## src/rtl/jx2_mem_tile_arbiter_if.sv

```systemverilog
// Tile-port bundle joining the I-side fetcher, the D-side cache and the
// shared memory port to jx2_mem_tile_arbiter.
interface jx2_mem_tile_arbiter_if;
    logic [47:0]  ifAddr;
    logic [4:0]   ifOpm;
    logic [127:0] ifData;
    logic [1:0]   ifOK;
    logic [47:0]  dfAddr;
    logic [4:0]   dfOpm;
    logic [127:0] dfDataIn;
    logic [127:0] dfData;
    logic [1:0]   dfOK;
    logic [47:0]  memAddr;
    logic [4:0]   memOpm;
    logic [127:0] memDataOut;
    logic [127:0] memData;
    logic [1:0]   memOK;

    modport master (
        output ifAddr, ifOpm, dfAddr, dfOpm, dfDataIn, memData, memOK,
        input  ifData, ifOK, dfData, dfOK, memAddr, memOpm, memDataOut
    );

    modport slave (
        input  ifAddr, ifOpm, dfAddr, dfOpm, dfDataIn, memData, memOK,
        output ifData, ifOK, dfData, dfOK, memAddr, memOpm, memDataOut
    );
endinterface

```

## src/rtl/jx2_mem_tile_arbiter.sv

```systemverilog
// Shares the single memory tile port between the I-side and D-side requesters,
// with round-robin tie breaking and a bus-timeout fault.
module jx2_mem_tile_arbiter #(
    parameter int TIMEOUT = 255
) (
    input logic                   clock,
    input logic                   reset,
    jx2_mem_tile_arbiter_if.slave bus
);

    localparam logic [1:0] OK_READY  = 2'b00;
    localparam logic [1:0] OK_OK     = 2'b01;
    localparam logic [1:0] OK_HOLD   = 2'b10;
    localparam logic [1:0] OK_FAULT  = 2'b11;
    localparam logic [4:0] OPM_READY = 5'h00;
    localparam logic [7:0] CNT_LAST  = 8'(TIMEOUT - 1);

    typedef enum logic [2:0] {
        S_IDLE   = 3'd0,
        S_BUSY_I = 3'd1,
        S_BUSY_D = 3'd2,
        S_DONE_I = 3'd3,
        S_DONE_D = 3'd4,
        S_DRAIN  = 3'd5
    } state_e;

    state_e       state_q,     state_d;
    logic         last_d_q,    last_d_d;
    logic [7:0]   cnt_q,       cnt_d;
    logic [4:0]   req_opm_q,   req_opm_d;
    logic [1:0]   rsp_ok_q,    rsp_ok_d;
    logic [47:0]  mem_addr_q,  mem_addr_d;
    logic [4:0]   mem_opm_q,   mem_opm_d;
    logic [127:0] mem_wdata_q, mem_wdata_d;
    logic [127:0] if_data_q,   if_data_d;
    logic [1:0]   if_ok_q,     if_ok_d;
    logic [127:0] df_data_q,   df_data_d;
    logic [1:0]   df_ok_q,     df_ok_d;

    logic i_req;
    logic d_req;
    logic mem_done;

    assign i_req    = (bus.ifOpm != OPM_READY);
    assign d_req    = (bus.dfOpm != OPM_READY);
    assign mem_done = (bus.memOK == OK_OK) || (bus.memOK == OK_FAULT);

    // Next-state and next-output logic; every output is a function of the current state.
    always_comb begin
        state_d     = state_q;
        last_d_d    = last_d_q;
        cnt_d       = cnt_q;
        req_opm_d   = req_opm_q;
        rsp_ok_d    = rsp_ok_q;
        mem_addr_d  = mem_addr_q;
        mem_opm_d   = OPM_READY;
        mem_wdata_d = mem_wdata_q;
        if_data_d   = if_data_q;
        df_data_d   = df_data_q;
        if_ok_d     = i_req ? OK_HOLD : OK_READY;
        df_ok_d     = d_req ? OK_HOLD : OK_READY;

        case (state_q)
            S_IDLE: begin
                // A tie goes to D unless D was the side served last.
                if (d_req && (!i_req || !last_d_q)) begin
                    state_d     = S_BUSY_D;
                    mem_addr_d  = bus.dfAddr;
                    mem_wdata_d = bus.dfDataIn;
                    req_opm_d   = bus.dfOpm;
                    cnt_d       = 8'd0;
                end else if (i_req) begin
                    state_d    = S_BUSY_I;
                    mem_addr_d = bus.ifAddr;
                    req_opm_d  = bus.ifOpm;
                    cnt_d      = 8'd0;
                end else begin
                    state_d = S_IDLE;
                end
            end
            S_BUSY_I, S_BUSY_D: begin
                mem_opm_d = req_opm_q;
                cnt_d     = cnt_q + 8'd1;
                if (state_q == S_BUSY_I) begin
                    if_ok_d = OK_HOLD;
                end else begin
                    df_ok_d = OK_HOLD;
                end
                if (mem_done || (cnt_q == CNT_LAST)) begin
                    rsp_ok_d = mem_done ? bus.memOK : OK_FAULT;
                    last_d_d = (state_q == S_BUSY_D);
                    if (state_q == S_BUSY_I) begin
                        state_d   = S_DONE_I;
                        if_data_d = bus.memData;
                    end else begin
                        state_d   = S_DONE_D;
                        df_data_d = bus.memData;
                    end
                end else begin
                    state_d = state_q;
                end
            end
            S_DONE_I: begin
                if (i_req) begin
                    if_ok_d = rsp_ok_q;
                end else begin
                    state_d = S_DRAIN;
                end
            end
            S_DONE_D: begin
                if (d_req) begin
                    df_ok_d = rsp_ok_q;
                end else begin
                    state_d = S_DRAIN;
                end
            end
            S_DRAIN: begin
                // Memory may keep its last status up for a while after opm drops.
                if (bus.memOK == OK_READY) begin
                    state_d = S_IDLE;
                end else begin
                    state_d = S_DRAIN;
                end
            end
            default: begin
                state_d = S_IDLE;
            end
        endcase
    end

    // State and output registers.
    always_ff @(posedge clock or negedge reset) begin
        if (!reset) begin
            state_q     <= S_IDLE;
            last_d_q    <= 1'b0;
            cnt_q       <= 8'd0;
            req_opm_q   <= OPM_READY;
            rsp_ok_q    <= OK_READY;
            mem_addr_q  <= 48'd0;
            mem_opm_q   <= OPM_READY;
            mem_wdata_q <= 128'd0;
            if_data_q   <= 128'd0;
            if_ok_q     <= OK_READY;
            df_data_q   <= 128'd0;
            df_ok_q     <= OK_READY;
        end else begin
            state_q     <= state_d;
            last_d_q    <= last_d_d;
            cnt_q       <= cnt_d;
            req_opm_q   <= req_opm_d;
            rsp_ok_q    <= rsp_ok_d;
            mem_addr_q  <= mem_addr_d;
            mem_opm_q   <= mem_opm_d;
            mem_wdata_q <= mem_wdata_d;
            if_data_q   <= if_data_d;
            if_ok_q     <= if_ok_d;
            df_data_q   <= df_data_d;
            df_ok_q     <= df_ok_d;
        end
    end

    assign bus.memAddr    = mem_addr_q;
    assign bus.memOpm     = mem_opm_q;
    assign bus.memDataOut = mem_wdata_q;
    assign bus.ifData     = if_data_q;
    assign bus.ifOK       = if_ok_q;
    assign bus.dfData     = df_data_q;
    assign bus.dfOK       = df_ok_q;

endmodule
```

## src/flat_wrapper.sv

```systemverilog
// flat-port wrapper written by rule: the top's interface ports become plain ports
module jx2_mem_tile_arbiter_flat 
#(
    parameter int TIMEOUT = 255
)
  (clock, reset, bus_ifAddr, bus_ifOpm, bus_dfAddr, bus_dfOpm, bus_dfDataIn, bus_memData, bus_memOK, bus_ifData, bus_ifOK, bus_dfData, bus_dfOK, bus_memAddr, bus_memOpm, bus_memDataOut);
  jx2_mem_tile_arbiter_if bus_i ();
  input logic clock;
  input logic reset;
  input wire logic [$bits(bus_i.ifAddr)-1:0] bus_ifAddr;
  input wire logic [$bits(bus_i.ifOpm)-1:0] bus_ifOpm;
  input wire logic [$bits(bus_i.dfAddr)-1:0] bus_dfAddr;
  input wire logic [$bits(bus_i.dfOpm)-1:0] bus_dfOpm;
  input wire logic [$bits(bus_i.dfDataIn)-1:0] bus_dfDataIn;
  input wire logic [$bits(bus_i.memData)-1:0] bus_memData;
  input wire logic [$bits(bus_i.memOK)-1:0] bus_memOK;
  output wire logic [$bits(bus_i.ifData)-1:0] bus_ifData;
  output wire logic [$bits(bus_i.ifOK)-1:0] bus_ifOK;
  output wire logic [$bits(bus_i.dfData)-1:0] bus_dfData;
  output wire logic [$bits(bus_i.dfOK)-1:0] bus_dfOK;
  output wire logic [$bits(bus_i.memAddr)-1:0] bus_memAddr;
  output wire logic [$bits(bus_i.memOpm)-1:0] bus_memOpm;
  output wire logic [$bits(bus_i.memDataOut)-1:0] bus_memDataOut;
  assign bus_i.ifAddr = bus_ifAddr;
  assign bus_i.ifOpm = bus_ifOpm;
  assign bus_i.dfAddr = bus_dfAddr;
  assign bus_i.dfOpm = bus_dfOpm;
  assign bus_i.dfDataIn = bus_dfDataIn;
  assign bus_i.memData = bus_memData;
  assign bus_i.memOK = bus_memOK;
  assign bus_ifData = bus_i.ifData;
  assign bus_ifOK = bus_i.ifOK;
  assign bus_dfData = bus_i.dfData;
  assign bus_dfOK = bus_i.dfOK;
  assign bus_memAddr = bus_i.memAddr;
  assign bus_memOpm = bus_i.memOpm;
  assign bus_memDataOut = bus_i.memDataOut;
  jx2_mem_tile_arbiter #(.TIMEOUT(TIMEOUT)) u_core (.clock(clock), .reset(reset), .bus(bus_i));
endmodule
```

## config.mk

```make
export PLATFORM = sky130hd
export DESIGN_NAME = jx2_mem_tile_arbiter_flat
export DESIGN_NICKNAME = d
export VERILOG_FILES = /design/src/rtl/jx2_mem_tile_arbiter_if.sv /design/src/rtl/jx2_mem_tile_arbiter.sv /design/src/flat_wrapper.sv
export SDC_FILE = /design/constraint.sdc
export NUM_CORES = 1
export LEC_CHECK = 0
export ABC_AREA = 1
export CAP_MARGIN = 20
export CORE_AREA = 8 8 307 309
export DETAILED_ROUTE_END_ITERATION = 6
export DIE_AREA = 0 0 315 317
export MAX_ROUTING_LAYER = met4
export SETUP_SLACK_MARGIN = 0.4
export SLEW_MARGIN = 20
export SYNTH_ARGS = -nofsm -noshare
export SYNTH_HDL_FRONTEND = slang
export SYNTH_SLANG_ARGS = --single-unit
```

## constraint.sdc

```tcl
create_clock -name clock -period 3.1 [get_ports clock]
set_input_delay 0.62 -clock clock [delete_from_list [all_inputs] [get_ports clock]]
set_output_delay 0.62 -clock clock [all_outputs]
set_load 0.02 [all_outputs]
```

Yosys cells after proc, flatten, opt, wreduce, memory -nomap -nowiden --
Cells that the tools add are included.
Storage, ports and cells: register bits after elaboration 460, output and inout bits 441
Cells by class: add/subtract/negate cells 1, equality and inequality tests 12, multiplexer cells 25, bitwise gates (word level) 1, reduce and logical (&&, ||, !) cells 20
Operators by type and width (number):
- $mux 48 | 2
- $mux 3 | 6
- $mux 8 | 2
- $pmux 8 s2 | 1
- $mux 5 | 3
- $pmux 3 s5 | 1
- $mux 2 | 7
- $reduce_bool 5->1 | 2
- $reduce_and 3->1 | 3
- $add 8x1->8 const B | 1
- $eq 8x8->1 const B | 1
- $pmux 2 s2 | 2
- $reduce_and 2->1 | 4
- $eq 3x2->1 const B | 2
- $eq 3x3->1 const B | 2
- $ne 2x2->1 const B | 2
- $reduce_bool 2->1 | 2
- $eq 3x1->1 const B | 1
- $logic_not 3->1 | 1
- $logic_or 1x1->1 | 3
- $ne 3x1->1 const B | 1
- $eq 2x1->1 const B | 1
- $eq 2x2->1 const B | 1
- $logic_not 1->1 | 2
- other kinds (6) | 6

Depth between registers and ports, before layout --
Gate-level depths: netlist of the first run.
word-level depth 6, mapped depth 11

Worst setup path after synthesis of the first run --
Ideal clock, no wire load.
kind input to register, start point input bus_ifOpm[4], end point register u_core.mem_wdata_q[117] (netlist: u_core.bus.memDataOut[117]), setup time 116 ps, arrival time 1530 ps, data required time 2984 ps, setup slack 1454 ps, stages on the path 8, cells stage by stage nor2_1 > nand3_2 > nand2_4 > nand3_2 > buf_2 > buf_2 > nand2_1 > nand2_1
On the way: longest elaborated chain between the ends 5
RTL lines:
- start, declared | RTL line flat_wrapper.sv:11 | input wire logic [$bits(bus_i.ifOpm)-1:0] bus_ifOpm;
- $reduce_bool 5->1 | RTL line jx2_mem_tile_arbiter.sv:44 | assign i_req = (bus.ifOpm != OPM_READY);
- $logic_not 1->1 | RTL line jx2_mem_tile_arbiter.sv:66 | if (d_req && (!i_req || !last_d_q)) begin
- $logic_or 1x1->1 | RTL line jx2_mem_tile_arbiter.sv:66
- $logic_and 1x1->1 | RTL line jx2_mem_tile_arbiter.sv:66
- $reduce_and 2->1 (no line)
- end signal, assigned | RTL line jx2_mem_tile_arbiter.sv:154 | mem_wdata_q <= mem_wdata_d;
- end, declared | RTL line jx2_mem_tile_arbiter.sv:34 | logic [127:0] mem_wdata_q, mem_wdata_d;
Every way passes these cells. A chain may end at the register's enable or synchronous reset.

Final worst setup path of the first run --
start point register u_core.df_data_q[48] (netlist: u_core.bus.dfData[48]), end point output bus_dfData[48]
RTL lines:
- start, declared | RTL line jx2_mem_tile_arbiter.sv:37 | logic [127:0] df_data_q, df_data_d;
- start signal, assigned | RTL line jx2_mem_tile_arbiter.sv:157 | df_data_q <= df_data_d;
- end, declared | RTL line flat_wrapper.sv:19 | output wire logic [$bits(bus_i.dfData)-1:0] bus_dfData;
No word-level cell between the ends.

==> run_results.csv, run 1 <==
group,metric,value,unit
worst_setup_path,r2r_slack,0.77,ns
die,dieArea,0.0999,mm²
power,clkPwrFrac,19.7,%
yosys,synth_area,0.0189,mm²
clock_network,clk_latency,0.62,ns
route,vias,16500,
yosys,synthFlopType,"dfrtp_1",
timing,tns,0,ns
worst_hold_path,min_path_cells,2,
worst_setup_path,cp.depth,1,
power,combPwrFrac,48.9,%
die,chipWidth,315,µm
timing,finalCriticalPeriod,2.41,ns
global_routing,grt_pass1_wl,111000,µm
yosys,yosys_warnings,0,
route,drtPass1Iterations,5,
clock_network,cts_resized,0,
placement,dpl.cell_count,3981,
worst_hold_path,holdCritStartpoint,"u_core.rsp_ok_q[0]$_DFFE_PN0N_",
die,core-area,0.0893,mm²
power,p_int,19.9,mW
worst_setup_path,crit_required,2.48,ns
die,initial_core_util,21.1,%
clock_network,cts.clk_slew.worst_paths,0.06,ns
route,initialDrtViolationCount,1057,
timing,slew_headroom,53.2,%
finish,area_growth,59.7,%
worst_setup_path,cp_cell_sequence,"clkdlybuf4s50_1",
power,p_leak,14.3,nW
die,fp-row-count,110,
worst_setup_path,cp_num_buf_inv,1,
worst_setup_path,max_stage_delay,0.70,ns
yosys,ys_seq_area_share,61.0,%
clock_network,cts-root-buf,"clkbuf_16",
yosys,synth_enable_flop_cells,0,
finish,layout_common_cells,"nand2_1 (857), clkdlybuf4s50_1 (805), dfrtp_1 (460), inv_1 (198), o21ai_1 (156)",
power,pwr-share-seq,31.3,%
timing,clock.fmax,415,MHz
timing,clock_skew,0.0169,ns
yosys,synth_seq_cells,460,
die,fp.dieH,317,µm
clock_network,post_cts_buffers,0,
timing,period_share,77.7,%
route,vias_per_cell,4.03,
route,drc,0,
outcome,outcome,"finished clean",
timing,report.final.hold_viol_count,0,
yosys,synth_area_per_cell,9.19,µm²
placement,dpl_cell_area,0.0282,mm²
route,routedWlPerCell,18.6,µm
worst_setup_path,critPathKind,"reg -> out",
worst_setup_path,cp_max_fo,2,
global_routing,antenna_found_initial,14,
yosys,synth_nets,2421,
worst_setup_path,r2r_end,"u_core.bus.ifData[48]$_DFFE_PN0P_",
worst_setup_path,r2r_cells,10,
yosys,async_flop_share,100,%
global_routing,grtUsageTotal,14.9,%
route,antenna_left,0,
timing,setup_viol_count_final,0,
clock_network,cts_tree,"done",
die,num_io_pins,807,
global_routing,grt_max_degree,130,
placement,place_hpwl,58800,µm
worst_setup_path,critPathCaptureType,"primary output",
worst_setup_path,cp-startpoint,"u_core.bus.dfData[48]$_DFFE_PN0P_",
power,max-vdd-ir-drop,0.610,mV
worst_setup_path,crit_family,"buffers and inverters",
global_routing,grt_pass1_vias,17300,
power,power_per_cell_area,1110,mW/mm²
finish,drive_gt1_share,7.92,%
worst_hold_path,hold_path_end,"u_core.rsp_ok_q[0]$_DFFE_PN0N_",
yosys,synthCells,2053,
clock_network,cts_hold_buf,1,
worst_hold_path,hp-class,"reg -> reg",
timing,rsz0062_at_grt,"false",
placement,place_congestion,0.829,
clock_network,htree_levels,2,
placement,port_buffers,806,
worst_setup_path,cp.arrival,1.79,ns
power,switching_power,13.7,mW
worst_setup_path,slowest_stage,"clkdlybuf4s50_1",
clock_network,cts_buffers,54,
worst_setup_path,start_kind,"flip-flop",
finish,finalNonFillerCells,4092,
route,drt_wl_total,76200,µm
global_routing,gr-total-overflow,0,
timing,maxSlewViolCount,0,
finish,layout_commonest_cell,"nand2_1",
clock_network,cts_sinks,460,
finish,fin_area,0.0301,mm²
worst_setup_path,rr_startpoint,"u_core.cnt_q[0]$_DFFE_PN0P_",
yosys,ys_types,29,
clock_network,clockBufferDepth,3,
run,cap_violations,0,
timing,tightest_slew,0.702,ns
finish,nNetsFinal,3230,
power,swShare,40.8,%
[how the worst max path moves through the flow]
stage	to	slack [ns]
6_report	bus_dfData[48]	0.69
5_1_grt	u_core.bus.ifData[57]$_DFFE_PN0P_	0.53
4_1_cts	bus_ifData[14]	0.61
3_5_place_dp	u_core.bus.ifData[72]$_DFFE_PN0P_	0.40
3_3_place_gp	u_core.bus.ifData[27]$_DFFE_PN0P_	0.46
2_1_floorplan	u_core.bus.memDataOut[117]$_DFFE_PN0P_	1.45
[cell type report]
cell class | count | area (µm²)
Fill cell | 9176 | 59200
Multi-Input combinational cell | 1280 | 5780
Timing Repair Buffer | 865 | 8720
Tap cell | 1176 | 1470
Clock inverter | 18 | 256
Clock buffer | 80 | 1590
Inverter | 201 | 757
Sequential cell | 460 | 11500
Antenna cell | 12 | 30.0
[per-stage QoR]
stage / hold slack, ns / util, % / power, mW / setup WS [ns]
6_report: 0.464 / 33.7 / 33.6 / 0.692
5_1_grt: 0.489 / 33.7 / 35.7 / 0.525
4_1_cts: 0.467 / 33.7 / 34.1 / 0.613
3_5_place_dp: 0.457 / 31.6 / 27.2 / 0.405
3_3_place_gp: 0.449 / 31.6 / 27.1 / 0.463
2_1_floorplan: 0.324 / - / 18.8 / 1.45
[power groups by stage]
stage	clock [mW]	sequential, mW	combinational, mW
after floorplan	0	13.6	5.15
after global placement	0	10.5	16.5
after detailed placement	0	10.5	16.7
after CTS	6.88	10.5	16.7
after global routing	7.07	10.9	17.8
final	6.63	10.5	16.4
[worst register-to-register path, delay by kind of cell, from the launching register on]
family | cells | cell delay (ns)
buffers and inverters | 2 | 0.61
AND/OR/NAND/NOR | 6 | 0.99
adder cells (fa/ha/maj) | 1 | 0.15
flip-flops | 1 | 0.42
AO/OA/AOI/OAI | 1 | 0.05
[layer usage]
metal | vias up | track usage (%) | wire length [µm]
li1 | 7982 | - | -
met1 | 7758 | 17.1 | 30300
met2 | 606 | 24.5 | 36900
met3 | 146 | 4.25 | 6060
met4 | 0 | 6.38 | 2980
met5 | - | - | 0
[cell usage after synthesis, types with 4 or more instances]
library cell / number / share of area, %
o21ai_2: 64 / 3.0
buf_4: 15 / 0.60
nand2_2: 4 / 0.13
nand2_1: 857 / 17
o21ai_0: 38 / 1.0
inv_1: 198 / 3.9
nand3_1: 67 / 1.8
nand3b_1: 51 / 2.0
dfrtp_1: 460 / 61
buf_2: 43 / 1.1
clkbuf_1: 12 / 0.24
nor2_1: 22 / 0.44
buf_6: 40 / 2.4
o21ai_1: 156 / 4.1
[cell families after synthesis]
kind of cell,share of synthesized area (%)
and+or+nand+nor,22.1
adders and majority gates,0.133
xor gates and xnor gates,0.0465
AOI/OAI and AO/OA,8.28
buffers and inverters,8.41
DFF,61.0
[sequential cells by signal, indices dropped and copies added (netlist names)]
signal and flops:
u_core.last_d_q 1, u_core.state_q 3, u_core.bus.memDataOut 128, u_core.bus.memOpm 5, u_core.rsp_ok_q 2, u_core.bus.ifOK 2
u_core.req_opm_q 5, u_core.cnt_q 8, u_core.bus.memAddr 48, u_core.bus.ifData 128, u_core.bus.dfOK 2, u_core.bus.dfData 128
Power figures use the tool's default switching activity.
==> run 2, diff against run 1 <==
--- a/config.mk
+++ b/config.mk
@@ -7,9 +7,9 @@
 export LEC_CHECK = 0
 export ABC_AREA = 1
 export CAP_MARGIN = 20
-export CORE_AREA = 8 8 307 309
+export CORE_AREA = 8 8 308 310
 export DETAILED_ROUTE_END_ITERATION = 6
-export DIE_AREA = 0 0 315 317
+export DIE_AREA = 0 0 316 318
 export MAX_ROUTING_LAYER = met4
 export SETUP_SLACK_MARGIN = 0.4
 export SLEW_MARGIN = 20
==> constraint.sdc (replaced) <==
create_clock -name clock -period 2.3 [get_ports clock]
set_input_delay 0.46 -clock clock [delete_from_list [all_inputs] [get_ports clock]]
set_output_delay 0.46 -clock clock [all_outputs]
set_load 0.02 [all_outputs]
==> run_results.csv, run 2 (synthesized netlist as in run 1, its figures left out) <==
group,metric,value,unit
clock_network,cts_tree,"done",
timing,finalCriticalPeriod,1.87,ns
finish,nNetsFinal,3282,
clock_network,cts_sinks,460,
power,combPwrFrac,47.5,%
worst_setup_path,start_kind,"flip-flop",
die,num_io_pins,807,
placement,place_hpwl,58500,µm
worst_setup_path,cp.arrival,1.41,ns
global_routing,grt_pass1_wl,112000,µm
placement,port_buffers,806,
route,drc,0,
finish,nFillCells,9252,
worst_setup_path,r2r_cells,12,
power,p_int,25.4,mW
die,dieArea,0.100,mm²
timing,tightest_slew,0.455,ns
clock_network,clockBufferDepth,3,
clock_network,htree_levels,2,
timing,setup_viol_count_final,0,
global_routing,grt_max_degree,84,
route,drt_wl_total,80100,µm
clock_network,cts.clk_slew.worst_paths,0.06,ns
global_routing,grt_pass1_vias,17100,
outcome,outcome,"finished clean",
die,fp.dieH,318,µm
power,p_leak,15.8,nW
timing,clock.fmax,535,MHz
placement,pre_cts_ws,0.0918,ns
placement,place_congestion,0.873,
run,cap_violations,0,
route,initialDrtViolationCount,1212,
worst_setup_path,cp_max_fo,2,
route,vias_per_cell,4.08,
timing,worst_slack,0.432,ns
clock_network,cts_buffers,56,
finish,drive_gt1_share,11.5,%
route,drtPass1Iterations,7,
worst_setup_path,rr_startpoint,"u_core.cnt_q[0]$_DFFE_PN0P_",
worst_setup_path,r2r_slack,0.45,ns
timing,report.final.hold_viol_count,0,
clock_network,cts-root-buf,"clkbuf_16",
finish,layout_common_cells,"nand2_1 (842), dfrtp_1 (459), clkdlybuf4s50_1 (364), dlygate4sd2_1 (345), inv_1 (196)",
power,switching_power,19.0,mW
timing,clock_skew,0.0629,ns
worst_setup_path,crit_required,1.84,ns
worst_setup_path,cp.depth,1,
power,max-vdd-ir-drop,0.723,mV
worst_setup_path,critPathKind,"reg -> out",
die,initial_core_util,21.0,%
power,swShare,42.8,%
worst_setup_path,critPathCaptureType,"primary output",
worst_setup_path,crit_path_end,"bus_ifData[56]",
power,power_per_cell_area,1440,mW/mm²
worst_hold_path,hp-class,"in -> async",
timing,rsz0062_at_grt,"true",
finish,layout_commonest_cell,"nand2_1",
global_routing,gr-total-overflow,0,
route,routedWlPerCell,19.3,µm
die,chipWidth,316,µm
global_routing,grtUsageTotal,14.9,%
worst_setup_path,max_stage_delay,0.40,ns
timing,slew_headroom,69.7,%
timing,tns,0,ns
finish,area_growth,63.4,%
power,clkPwrFrac,20.9,%
worst_setup_path,slowest_stage,"dfrtp_1",
worst_setup_path,r2r_end,"u_core.bus.ifData[48]$_DFFE_PN0P_",
timing,period_share,81.2,%
global_routing,antenna_found_initial,9,
die,core-area,0.0896,mm²
power,pwr-share-seq,31.6,%
timing,maxSlewViolCount,0,
clock_network,clk_latency,0.65,ns
worst_setup_path,cp_cell_sequence,"dlygate4sd2_1",
worst_setup_path,cp-startpoint,"u_core.bus.ifData[56]$_DFFE_PN0P_",
die,fp-row-count,110,
worst_setup_path,crit_family,"flip-flops",
route,vias,16900,
worst_setup_path,cp_num_buf_inv,1,
route,antenna_left,0,
## run 2: cell types whose count changed in the layout (fill, tap and decap cells not counted), moves of 15 or more
cell / change
clkdlybuf4s50_1: -441
dlygate4sd2_1: +345
clkdlybuf4s15_1: +64
clkdlybuf4s15_2: +19
clkbuf_16: +16
nand2_1: -15
## run 2: worst min-delay path by stage
stage	depth (start not counted)	slack, ns	from	to
global placement	1	0.38	reset	u_core.bus.memDataOut[67]$_DFFE_PN0P_
finish	2	0.33	reset	u_core.bus.memDataOut[68]$_DFFE_PN0P_
global route	2	0.31	reset	u_core.bus.memDataOut[68]$_DFFE_PN0P_
detailed placement	1	0.38	reset	u_core.bus.memDataOut[67]$_DFFE_PN0P_
floorplan	0	0.16	reset	u_core.bus.dfData[0]$_DFFE_PN0P_
CTS	3	0.29	bus_dfDataIn[102]	u_core.bus.memDataOut[102]$_DFFE_PN0P_
## run 2: layer usage
layer / wire length (µm) / part of all wire [%] / track usage [%] / vias up
li1: - / - / - / 8117
met1: 32000 / 40 / 17.3 / 7993
met2: 38500 / 48 / 23.8 / 623
met3: 6380 / 8.0 / 4.42 / 146
met4: 3230 / 4.0 / 6.65 / 0
met5: 0 / 0 / - / -
## run 2: metrics by stage
stage	hold slack (ns)	total power [mW]	util, %	instance area [µm²]	std cells
2_1_floorplan	0.164	25.3	-	18900	2053
3_3_place_gp	0.378	36.8	31.8	28500	3994
3_5_place_dp	0.381	37.0	31.8	28500	3994
4_1_cts	0.288	44.0	33.4	29900	4095
5_1_grt	0.308	47.2	34.4	30800	4141
6_report	0.332	44.4	34.4	30800	4141
## run 2: power by group through the flow
stage                     sequential, mW  clock, mW  combinational [mW]
after floorplan                     18.4          0                6.94
after global placement              14.1          0                22.7
after detailed placement            14.1          0                22.9
after CTS                           14.0       9.52                20.5
after global routing                14.5       9.83                22.9
final                               14.0       9.28                21.1
## run 2: area by class of cell
class / count / area, µm² / area share [%]
Sequential cell: 460 / 11500 / 37.4
Timing Repair Buffer: 914 / 9240 / 30.0
Multi-Input combinational cell: 1281 / 5880 / 19.1
Clock buffer: 76 / 1580 / 5.12
Tap cell: 1176 / 1470 / 4.77
Inverter: 201 / 761 / 2.47
Clock inverter: 24 / 355 / 1.15
Antenna cell: 9 / 22.5 / 0.0731
## run 2: timing repair
action / CTS / global route
pin swaps: 0 / 2
endpoints found under the setup margin: 441 / 284
resized for setup: 531 / 110
setup buffers: 0 / 18
endpoints found under the hold margin: 26 / 0
cloned: 0 / 19
hold buffers: 1 / 0
==> run 3, diff against run 2 <==
--- a/config.mk
+++ b/config.mk
@@ -7,9 +7,9 @@
 export LEC_CHECK = 0
 export ABC_AREA = 1
 export CAP_MARGIN = 20
-export CORE_AREA = 8 8 308 310
+export CORE_AREA = 8 8 305 307
 export DETAILED_ROUTE_END_ITERATION = 6
-export DIE_AREA = 0 0 316 318
+export DIE_AREA = 0 0 313 315
 export MAX_ROUTING_LAYER = met4
 export SETUP_SLACK_MARGIN = 0.4
 export SLEW_MARGIN = 20
==> constraint.sdc (replaced) <==
create_clock -name clock -period 1.7 [get_ports clock]
set_input_delay 0.34 -clock clock [delete_from_list [all_inputs] [get_ports clock]]
set_output_delay 0.34 -clock clock [all_outputs]
set_load 0.02 [all_outputs]
==> run_results.csv, run 3 (synthesized netlist as in run 1, its figures left out) <==
group,metric,value,unit
timing,worst_slack,-0.0562,ns
outcome,violations,"setup timing",
global_routing,antenna_found_initial,10,
run,cap_violations,0,
power,power.total,66.9,mW
clock_network,cts_buffers,54,
route,vias,17400,
placement,place_hpwl,61000,µm
finish,nNetsFinal,3411,
placement,dpl_cell_area,0.0289,mm²
clock_network,cts_sinks,460,
route,antenna_left,0,
route,routedWlPerCell,19.8,µm
finish,drive_gt1_share,25.2,%
die,chipWidth,313,µm
global_routing,gr-total-overflow,0,
clock_network,cts.clk_slew.worst_paths,0.07,ns
worst_setup_path,critPathKind,"reg -> reg",
clock_network,cts_tree,"done",
timing,rsz0062_at_grt,"true",
power,p_leak,16.7,nW
worst_hold_path,hp-class,"in -> async",
finish,multi_input_area,0.00627,mm²
finish,layout_commonest_cell,"nand2_1",
die,dieArea,0.0986,mm²
route,drc,0,
finish,layout_common_cells,"nand2_1 (782), dfrtp_1 (453), clkdlybuf4s50_1 (364), buf_6 (276), inv_1 (197)",
route,drt_wl_total,84400,µm
clock_network,htree_levels,2,
timing,slew_headroom,71.6,%
die,fp-row-count,109,
clock_network,clockBufferDepth,3,
clock_network,clk_latency,0.60,ns
die,core-area,0.0880,mm²
power,power_per_cell_area,2030,mW/mm²
timing,finalCriticalPeriod,1.76,ns
worst_setup_path,critPathCaptureType,"flip-flop",
finish,area_growth,74.5,%
global_routing,grt_max_degree,75,
placement,port_buffers,806,
power,max-vdd-ir-drop,1.18,mV
timing,tightest_slew,0.426,ns
timing,report.final.hold_viol_count,0,
route,vias_per_cell,4.10,
worst_setup_path,crit_required,2.18,ns
worst_setup_path,start_kind,"flip-flop",
finish,nFillCells,8870,
finish,fin_area,0.0329,mm²
die,num_io_pins,807,
die,fp.dieH,315,µm
global_routing,grt_pass1_vias,17600,
global_routing,grt_pass1_wl,113000,µm
worst_setup_path,cp.arrival,2.24,ns
placement,dpl.cell_count,4032,
worst_setup_path,cp_max_fo,17,
route,drtPass1Iterations,5,
timing,clock_skew,0.0326,ns
finish,finalNonFillerCells,4256,
outcome,outcome,"complete, but fails checks",
placement,place_congestion,0.851,
clock_network,cts-root-buf,"clkbuf_16",
timing,maxSlewViolCount,0,
timing,setup_viol_count_final,125,
global_routing,grtUsageTotal,15.3,%
timing,period_share,103,%
route,initialDrtViolationCount,1269,
timing,clock.fmax,569,MHz
die,initial_core_util,21.4,%
finish,ff_latch_area,0.0115,mm²
==> run 3: cell count changes in the layout (fill, tap and decap cells not counted), moves of 7 or more <==
cell | before | now
buf_4 | 44 | 159
clkbuf_2 | 7 | 0
nand2_2 | 17 | 43
clkdlybuf4s15_1 | 64 | 1
clkdlybuf4s15_2 | 19 | 0
buf_12 | 26 | 37
nand2_4 | 4 | 37
dlygate4sd2_1 | 345 | 165
buf_6 | 12 | 276
nand2_1 | 842 | 782
==> run 3: path summary, 6_finish.rpt <==
kind,from,cells past startpoint,slack [ns],endpoint
setup / recovery,u_core.cnt_q[0]$_DFFE_PN0P_,12,-0.06,u_core.bus.ifData[5]$_DFFE_PN0P_
hold / removal,reset,2,0.19,u_core.bus.ifData[65]$_DFFE_PN0P_
setup reg to reg,u_core.cnt_q[0]$_DFFE_PN0P_,12,-0.06,u_core.bus.ifData[5]$_DFFE_PN0P_
hold reg to reg,u_core.bus.memAddr[18]$_DFFE_PN0P_,2,0.46,u_core.bus.memAddr[18]$_DFFE_PN0P_
max in group asynchronous,reset,4,0.71,u_core.cnt_q[1]$_DFFE_PN0P_
min in group clock,bus_dfDataIn[24],3,0.27,u_core.bus.memDataOut[24]$_DFFE_PN0P_
==> run 3: critical path: stages, from the launching register on <==
cell and delay (ns):
dfrtp_1 0.39, inv_2 0.08, ha_4 0.13, nand2_2 0.06
nor2_2 0.08, nand2_2 0.08, nand2_4 0.08, nand3_4 0.13
buf_12 0.18, clkbuf_16 0.16, buf_12 0.16, nand2_1 0.06
o21ai_1 0.06
==> run 3: cell type report <==
class                      count  share of cell area (%)
antenna                        6                  0.0456
clock buffer                  77                    4.74
clock inverter                21                   0.764
inverter                     201                    2.39
multi-input combinational   1282                    19.1
sequential                   460                    35.0
tap                         1165                    4.43
timing repair buffer        1043                    33.5
timing repair inverter         1                  0.0912
==> run 3: report_power, final <==
group,internal (mW),switching (mW)
Combinational,15.9,19.4
Sequential,16.2,3.61
Clock,7.12,4.81
Total,39.1,27.8
==> run 3: timing repair <==
action,4_1_cts,5_1_grt
hold endpoints to repair,286,0
gates resized for setup,1853,198
pin swaps,8,17
cloned,0,33
setup buffers,65,21
setup endpoints to repair,897,900
hold buffers,1,0
==> run 3: stage by stage <==
stage	TNS, ns	hold WS, ns	utilization, %	worst slack, ns
2_1_floorplan	0	0.0444	-	0.176
3_3_place_gp	-67.63	0.212	32.9	-0.392
3_5_place_dp	-75.78	0.213	32.9	-0.446
4_1_cts	-0.956	0.150	35.7	-0.0500
5_1_grt	-22.03	0.161	37.4	-0.148
6_report	-2.12	0.191	37.4	-0.0562
==> run 3: per-layer routing <==
| metal | GRT usage [%] | routed length, µm |
|---|---|---|
| met2 | 25.5 | 41700 |
| met1 | 17.2 | 33100 |
| met3 | 5.40 | 7090 |
| met5 | - | 0 |
| met4 | 5.20 | 2530 |
